`src/rtl/regfile_wb_ctrl.sv`:
```
// regfile_wb_ctrl: write-back controller for the 32x32 register file.
//   - Arbitrates ALU, LSU (load return) and debug writes onto the single
//     regfile write port. The grant is combinational and the write reaches
//     the regfile one cycle later.
//   - Keeps a busy scoreboard of pending destinations and reports RAW
//     hazards and WAW stalls to the issue logic.
//
// Optional feature macro: WB_BYPASS_EN
//   When it is defined, the write currently on rf_* is forwarded to the
//   issue sources. A forwarded source does not raise hazard_o.
//
// Ports:
//   clk_i, rst_n_i               clock, asynchronous active-low reset
//   flush_i                      clears the scoreboard and drops the pending write
//   issue_*                      issue request, destination and sources
//   issue_ready_o, hazard_o      issue accepted / RAW hazard on a source
//   alu_*, lsu_*, dbg_*          write requesters (valid/rd/data) and grants
//   rf_enable_o, rf_reg_write_o  regfile enable and write strobe
//   rf_rd_o, rf_wdata_o          regfile write address and data
//   err_o                        sticky: ALU/LSU wrote to a register that was not busy
//   fwd{1,2}_valid_o/_data_o     forwarding to the issue sources (WB_BYPASS_EN only)
module regfile_wb_ctrl #(
    parameter int STARVE_LIM = 4,
    parameter int CNT_W      = 4
) (
    input  logic        clk_i,
    input  logic        rst_n_i,
    input  logic        flush_i,
    input  logic        issue_valid_i,
    input  logic        issue_wr_i,
    input  logic [4:0]  issue_rd_i,
    input  logic [4:0]  issue_rs1_i,
    input  logic [4:0]  issue_rs2_i,
    output logic        issue_ready_o,
    output logic        hazard_o,
    input  logic        alu_valid_i,
    input  logic [4:0]  alu_rd_i,
    input  logic [31:0] alu_data_i,
    output logic        alu_ready_o,
    input  logic        lsu_valid_i,
    input  logic [4:0]  lsu_rd_i,
    input  logic [31:0] lsu_data_i,
    output logic        lsu_ready_o,
    input  logic        dbg_valid_i,
    input  logic [4:0]  dbg_rd_i,
    input  logic [31:0] dbg_data_i,
    output logic        dbg_ready_o,
    output logic        rf_enable_o,
    output logic        rf_reg_write_o,
    output logic [4:0]  rf_rd_o,
    output logic [31:0] rf_wdata_o,
    output logic        err_o
`ifdef WB_BYPASS_EN
    ,
    output logic        fwd1_valid_o,
    output logic [31:0] fwd1_data_o,
    output logic        fwd2_valid_o,
    output logic [31:0] fwd2_data_o
`endif
);

    logic [31:0]      busy_q, busy_d;
    logic [CNT_W-1:0] starve_q, starve_d;
    logic             rf_en_q, rf_en_d;
    logic             rf_we_q, rf_we_d;
    logic             wb_sb_q, wb_sb_d;   // write on rf_* came from ALU/LSU
    logic [4:0]       rf_rd_q, rf_rd_d;
    logic [31:0]      rf_wdata_q, rf_wdata_d;
    logic             err_q, err_d;

    logic src1_act, src2_act, rd_act, dbg_rd_act;
    logic src1_haz, src2_haz;
    logic lsu_prio, alu_gnt, lsu_gnt, dbg_gnt, gnt_any, gnt_sb;
    logic [4:0]  gnt_rd;
    logic [31:0] gnt_data;

    // A register is active when it is non-zero and still owes a write-back.
    function automatic logic active(input logic [4:0] r, input logic [31:0] b);
        return (r != 5'd0) && b[r];
    endfunction

    assign src1_act   = active(issue_rs1_i, busy_q);
    assign src2_act   = active(issue_rs2_i, busy_q);
    assign rd_act     = active(issue_rd_i, busy_q);
    assign dbg_rd_act = active(dbg_rd_i, busy_q);

`ifdef WB_BYPASS_EN
    assign fwd1_valid_o = rf_we_q && (rf_rd_q == issue_rs1_i) && (issue_rs1_i != 5'd0);
    assign fwd2_valid_o = rf_we_q && (rf_rd_q == issue_rs2_i) && (issue_rs2_i != 5'd0);
    assign fwd1_data_o  = rf_wdata_q;
    assign fwd2_data_o  = rf_wdata_q;
    assign src1_haz     = src1_act && !fwd1_valid_o;
    assign src2_haz     = src2_act && !fwd2_valid_o;
`else
    assign src1_haz     = src1_act;
    assign src2_haz     = src2_act;
`endif

    assign hazard_o      = issue_valid_i && (src1_haz || src2_haz);
    // A busy destination is a WAW stall.
    assign issue_ready_o = issue_valid_i && !flush_i && !hazard_o &&
                           !(issue_wr_i && rd_act);

    // LSU overtakes ALU once it has waited STARVE_LIM cycles.
    assign lsu_prio = (starve_q == CNT_W'(STARVE_LIM));
    assign alu_gnt  = alu_valid_i && !flush_i && !(lsu_prio && lsu_valid_i);
    assign lsu_gnt  = lsu_valid_i && !flush_i && (lsu_prio || !alu_valid_i);
    assign dbg_gnt  = dbg_valid_i && !flush_i && !alu_valid_i && !lsu_valid_i &&
                      !dbg_rd_act;
    assign gnt_any  = alu_gnt || lsu_gnt || dbg_gnt;
    assign gnt_sb   = alu_gnt || lsu_gnt;

    assign alu_ready_o = alu_gnt;
    assign lsu_ready_o = lsu_gnt;
    assign dbg_ready_o = dbg_gnt;

    always_comb begin
        gnt_rd   = dbg_rd_i;
        gnt_data = dbg_data_i;
        if (alu_gnt) begin
            gnt_rd   = alu_rd_i;
            gnt_data = alu_data_i;
        end else if (lsu_gnt) begin
            gnt_rd   = lsu_rd_i;
            gnt_data = lsu_data_i;
        end
    end

    always_comb begin
        rf_en_d    = gnt_any;
        rf_we_d    = gnt_any && (gnt_rd != 5'd0);
        wb_sb_d    = gnt_sb;
        rf_rd_d    = gnt_any ? gnt_rd : rf_rd_q;
        rf_wdata_d = gnt_any ? gnt_data : rf_wdata_q;
        err_d      = err_q || (gnt_sb && (gnt_rd != 5'd0) && !busy_q[gnt_rd]);

        // Clear on the edge the regfile captures the data; a set on the
        // same index is applied afterwards so it wins.
        busy_d = busy_q;
        if (rf_we_q && wb_sb_q)
            busy_d[rf_rd_q] = 1'b0;
        if (issue_ready_o && issue_wr_i && (issue_rd_i != 5'd0))
            busy_d[issue_rd_i] = 1'b1;
        if (flush_i)
            busy_d = '0;
        busy_d[0] = 1'b0;

        starve_d = starve_q;
        if (flush_i || !lsu_valid_i || lsu_gnt)
            starve_d = '0;
        else if (!lsu_prio)
            starve_d = starve_q + 1'b1;
    end

    always_ff @(posedge clk_i or negedge rst_n_i) begin
        if (!rst_n_i) begin
            busy_q     <= '0;
            starve_q   <= '0;
            rf_en_q    <= 1'b0;
            rf_we_q    <= 1'b0;
            wb_sb_q    <= 1'b0;
            rf_rd_q    <= 5'd0;
            rf_wdata_q <= 32'd0;
            err_q      <= 1'b0;
        end else begin
            busy_q     <= busy_d;
            starve_q   <= starve_d;
            rf_en_q    <= rf_en_d;
            rf_we_q    <= rf_we_d;
            wb_sb_q    <= wb_sb_d;
            rf_rd_q    <= rf_rd_d;
            rf_wdata_q <= rf_wdata_d;
            err_q      <= err_d;
        end
    end

    assign rf_enable_o    = rf_en_q;
    assign rf_reg_write_o = rf_we_q;
    assign rf_rd_o        = rf_rd_q;
    assign rf_wdata_o     = rf_wdata_q;
    assign err_o          = err_q;

endmodule

```
`config.mk`:
```
export PLATFORM = sky130hd
export DESIGN_NAME = regfile_wb_ctrl
export DESIGN_NICKNAME = d
export VERILOG_FILES = /design/src/rtl/regfile_wb_ctrl.sv
export SDC_FILE = /design/constraint.sdc
export NUM_CORES = 1
export LEC_CHECK = 0
export CAP_MARGIN = 20
export CORE_AREA = 2 2 116 118
export DETAILED_ROUTE_END_ITERATION = 8
export DIE_AREA = 0 0 118 120
export PLACE_DENSITY = 0.78
export SYNTH_ARGS = -nofsm -noshare
export SYNTH_HDL_FRONTEND = slang
export SYNTH_SLANG_ARGS = --single-unit
```
`constraint.sdc`:
```
create_clock -name clk_i -period 2.9 [get_ports clk_i]
set_input_delay 0.58 -clock clk_i [delete_from_list [all_inputs] [get_ports clk_i]]
set_output_delay 0.58 -clock clk_i [all_outputs]
set_load 0.01 [all_outputs]
```
==> Word level (Yosys, flattened, before mapping) <==
Index checks and enable logic that the tools add are counted.
{ "classes": {"addsub": 1, "n_lt_le_gt_ge": 8, "n_eq_ne": 2, "n_mux": 23, "n_bitwise": 3, "n_reduce_logical": 46} }
{ "ops": {"columns": ["cell", "count"], "rows": [
  ["$mux W32", 5],
  ["$lt A5 B6 Y1 const B", 6],
  ["$and A32 B32 Y32", 1],
  ["$not A32 Y32", 1],
  ["$or A32 B32 Y32", 1],
  ["$logic_and A1 B1 Y1", 26],
  ["$bmux W1 S5", 5],
  ["$reduce_bool A5 Y1", 5],
  ["$demux W1 S5", 2],
  ["$ge A5 B1 Y1 const B", 2],
  ["$mux W5", 2],
  ["$logic_not A1 Y1", 8],
  ["$mux W4", 2],
  ["$logic_or A1 B1 Y1", 7],
  ["$mux W1", 7],
  ["$add A4 B1 Y4 const B", 1],
  ["$eq A4 B3 Y1 const B", 1],
  ["$ne A2 B1 Y1 const B", 1]
]} }
{ "word_totals": {"regBits": 76, "wordCells": 91} }

==> Depth between registers and ports, before layout <==
{ "logic_depth": {"ltp_word": 12, "mapped_depth": 12, "ltp_nobuf": 9} }

==> Worst setup path before layout <==
No wires, ideal clock.
{ "synth_path": {"path_type": "in2out", "from": "input issue_rs1_i[0]", "to": "output issue_ready_o", "arrival_time_ns": 2.522, "required_ns": 2.320, "setup_slack_ns": -0.202, "stages": 5, "path_buffers": 1, "cell_sequence": "clkbuf_1 > mux4_2 > mux4_2 > mux2i_1 > nor4b_4"} }
{ "synth_between": {"elab_chain_cells": 8, "elab_cells_between_ends": 9, "cone_classes": "mux: 2; reduce/logical: 7"} }
{ "synth_rtl": {"columns": ["element", "line", "rtl"], "rows": [
  ["start, declared", "32", "input logic [4:0] issue_rs1_i,"],
  ["$bmux W1 S5", "79", "return (r != 5'd0) && b[r];"],
  ["$mux W1 (implied by the code)", "79", null],
  ["$logic_and A1 B1 Y1 *", "79", null],
  ["$logic_or A1 B1 Y1 *", "99", "assign hazard_o = issue_valid_i && (src1_haz || src2_haz);"],
  ["$logic_and A1 B1 Y1 *", "99", null],
  ["$logic_not A1 Y1 *", "101", "assign issue_ready_o = issue_valid_i && !flush_i && !hazard_o &&"],
  ["$logic_and A1 B1 Y1 * (2 in series)", "101", null],
  ["end, declared", "34", "output logic issue_ready_o,"]
]} }
Mark *: on every way between the ends. The rest lies on a longest branch, timed or not. The select of a mux whose other input is x is not followed.

==> Worst setup path after layout <==
{ "layout_path": {"from": "input issue_rs2_i[1]", "to": "output issue_ready_o"} }
{ "layout_between": {"elab_chain_cells": 8, "elab_cells_between_ends": 9, "cone_classes": "mux: 2; reduce/logical: 7"} }
{ "layout_rtl": {"columns": ["element", "line", "rtl"], "rows": [
  ["start, declared", "33", "input logic [4:0] issue_rs2_i,"],
  ["$bmux W1 S5", "79", null],
  ["$mux W1 (implied by the code)", "79", null],
  ["$logic_and A1 B1 Y1 *", "79", null],
  ["$logic_or A1 B1 Y1 *", "99", null],
  ["$logic_and A1 B1 Y1 *", "99", null],
  ["$logic_not A1 Y1 *", "101", null],
  ["$logic_and A1 B1 Y1 * (2 in series)", "101", null]
]} }
Marked as above.

==> summary.md <==
### Worst setup path
• mux4_2 — Crit-path slowest cell
• output pin — Critical Path End Type
• 0.48 ns — Largest stage delay, worst path
• input port — CP Launch Type
• 2.51 ns — arrival time reported for the critical path endpoint
• busy_q[23] — R2R Path Start
• 2.32 ns — data required time at the worst endpoint
• 5 — Worst Path Max Fanout
• issue_rs2_i[1] — Setup crit start
• dlygate4sd2_1 > mux4_2 > mux4_2 > a22o_1 > nor4b_4 > buf_2 — critical-path cell list
• mux4_2 — crit-path most repeated cell
• in -> out — startpoint-to-endpoint class of the critical path

### Power
• 391.1 mW/mm² — PwrDens
• 0.003631 µW — leakage power total
• 0.2865 mV — Max VDD drop

### Run
• 0 — max capacitance violation total

### Final layout
• 0.001917 mm² — area taken by flip-flops and latches
• 0 — number of inserted diodes
• 0.003413 mm² — area of the multi-input gates
• 995 — number of nets in the layout
• 67.41% — utilization of the core after routing
• 1040 — fin cells
• 28.82% — fraction of layout instances using a drive strength above 1
• 1020 — FILL cells
• 59.51% — Area Growth Syn to Fin
• 0.008750 mm² — cell area after layout

### Die
• 120 µm — die height
• 42.26% — Starting Density
• 0.01416 mm² — Die ar.
• 0.01298 mm² — core region area
• 179 — number of placed I/O pins
• 118 µm — horizontal die dimension
• 42 — # rows

### Routing
• 0 — count of antenna-violating nets left after detailed routing
• 6027 — vias
• 7 — number of search-and-repair iterations in the first detailed-routing pass
• 5.795 — Vias/cell
• 0 — DRC violations left
• 21940 µm — Routed Wire Length
• 21.10 µm — DR WL/cell
• 408 — number of DRC markers after the initial detailed-route iteration

### Timing
• 33.72% — headroom to the max-slew limit
• -0.5143 ns — summed negative setup slack over all endpoints
• 0 — count of final max-slew check failures
• 3.087 ns — fin crit period
• yes — setup repair after global routing missed its margin
• 0.9942 ns — slew at the pin with the worst max-slew slack
• 106.5% — final worst path period share
• -0.1874 ns — minimum setup slack in the final design
• 0.008063 ns — worst clock skew
• 0 — count of final hold-check violations
• 3 — final setup violation count
• 323.9 MHz — Achievable Freq

### Synthesis
• dfrtp_1 — Synth Flop Type
• 9.329 µm² — Post-Syn Area per Cell
• nand2_1 (91), dfrtp_1 (76), o21ai_0 (52), nor2_1 (48), mux2_2 (42) — top cell types by occurrence after synthesis
• dfrtp_1 (35%), mux4_2 (14%), mux2_2 (8.6%), nand2_1 (6.2%), o21ai_0 (4.7%) — most area-consuming cells after synthesis
• 50 — distinct cell type count of the synthesized netlist
• 0 — number of flops mapped to enable cells by yosys
• 724 — net count after synthesis
• 0.005485 mm² — netlist area before placement
• 34.67% — sequential-to-total area share from yosys stat
• 0 — warnings from Yosys
• 76 — synthesis-stage register bit count
• dfrtp_1 — dominant cell type by area after synthesis
• 588 — Gate Count Post-Synth
• nand2_1 — most repeated cell in the gate-level netlist after synthesis
• 100.0% — share of flip-flops with an asynchronous set or reset after synthesis
• 34.67% — share of Yosys cell area claimed by the top area cell type

### Global routing
• 30.92% — Global Route Usage Sum
• 33510 µm — wire length of the first global-routing pass
• 77 — pin count of the biggest net entering global routing
• 0 — initial antenna violation count
• 0 — GRT Residual Overflow
• 6166 — via count of the first global-routing pass

### Clock network
• 2 — maximum buffer depth of the clock tree
• 3 — deepest level of the CTS H-tree
• 0.07 ns — clock-pin slew reported for the worst setup and hold paths after clock tree synthesis
• 0 — number of buffers added to fix hold violations after cts
• 76 — number of sinks handled by clock tree synthesis
• clkbuf_16 — clock root buffer
• done — CTS tree
• 9 — total CTS buffers
• 0.35 ns — worst-skew pair later-pin latency

### Placement
• 0.9971 — placer's final routability congestion estimate
• 178 — number of port buffers
• 16330 µm — final HPWL from detailed placement
• 0.008177 mm² — Cell Area, Placed
• 1007 — placed instance count

### Status
• negative setup slack — failing checks
• complete, but fails checks — result of the run

### Min path
• in -> async — class of the most critical hold timing path

what timing repair did:
action                     4_1_cts  5_1_grt
pin swaps                        4        3
setup endpoints to repair       73       48
resized for setup               54       25
setup buffers                    8        3
gates cloned                     2        4
final timing paths:
path	end	slack, ns	cells past startpoint
setup / recovery	issue_ready_o	-0.19	6
hold / removal	busy_q[28]	0.34	1
setup reg to reg	rf_wdata_o[28]	0.05	9
hold reg to reg	starve_q[0]	0.49	1
max in group asynchronous	busy_q[22]	1.80	1
min in group clk_i	starve_q[0]	0.49	1
stage by stage:
stage	hold WS, ns	power [µW]	setup slack [ns]
6_report	0.3433	3422	-0.1874
5_1_grt	0.4648	3545	-0.2670
4_1_cts	0.4296	3389	-0.1777
3_5_place_dp	0.4867	2253	-0.9822
3_3_place_gp	0.4679	2239	-0.9363
2_1_floorplan	0.2844	1641	-0.01201
registers in the layout, summed over array words and instances, names as in the netlist:
| signal | cells |
|---|---|
| rf_rd_o | 5 |
| err_o | 1 |
| rf_reg_write_o | 1 |
| rf_wdata_o | 32 |
| rf_enable_o | 1 |
| wb_sb_q | 1 |
| busy_q | 31 |
| starve_q | 4 |
kinds of logic after synthesis:
group | after synthesis | share of synthesized area (%)
adder cells (fa/ha/maj) | 2 | 0.4561
flip-flops | 76 | 34.67
buffers and inverters | 59 | 4.129
XOR/XNOR | 2 | 0.3194
multiplexers | 89 | 24.73
AO/OA/AOI/OAI | 122 | 14.19
AND/OR/NAND/NOR | 238 | 21.51
cells in the final DEF (no fill, tap or decap), drive strengths merged, types with 3 or more instances in the layout:
| cell | n |
|---|---|
| clkdlybuf4s50 | 164 |
| buf | 129 |
| nand2 | 91 |
| dfrtp | 76 |
| o21ai | 52 |
| nor2 | 48 |
| mux2 | 42 |
| mux4 | 33 |
| a31oi | 33 |
| nor2b | 25 |
| inv | 17 |
| nand3b | 17 |
| mux2i | 14 |
| nand3 | 13 |
| clkbuf | 12 |
| nand2b | 9 |
| a21oi | 6 |
| nor3 | 6 |
| or3 | 5 |
| dlygate4sd2 | 5 |
| nand4 | 4 |
| o32ai | 4 |
| nor3b | 4 |
| clkinvlp | 4 |
| nand4b | 3 |
| o211ai | 3 |
| and2 | 3 |
| a2111oi | 3 |
power by group:
group          total [µW]  switching (µW)  internal, µW
registers            1250            84.5          1160
clock network        1140             476           665
logic                1040             436           600
total                3420             996          2430
critical path, delay by kind of cell:
family / cells / cell delay [ns]
buf+inv: 2 / 0.53
mux: 2 / 0.84
simple gates: 1 / 0.26
compound gates: 1 / 0.28
cell type report:
class	count	share of cell area (%)
Multi-Input combinational cell	453	39.01
Timing Repair Buffer	302	32.48
Sequential cell	76	21.91
Clock buffer	10	2.617
Tap cell	176	2.517
Clock inverter	6	0.7436
Inverter	17	0.7293
per-layer routing:
| layer | global-route usage [%] | vias to the layer above | share of wire [%] |
|---|---|---|---|
| met5 | 0 | - | 0 |
| met4 | 15.74 | 0 | 3.8 |
| met3 | 5.941 | 65 | 8.4 |
| met2 | 53.38 | 372 | 50 |
| met1 | 36.85 | 2885 | 38 |
| li1 | - | 2705 | - |
Power figures use the tool's default switching activity.
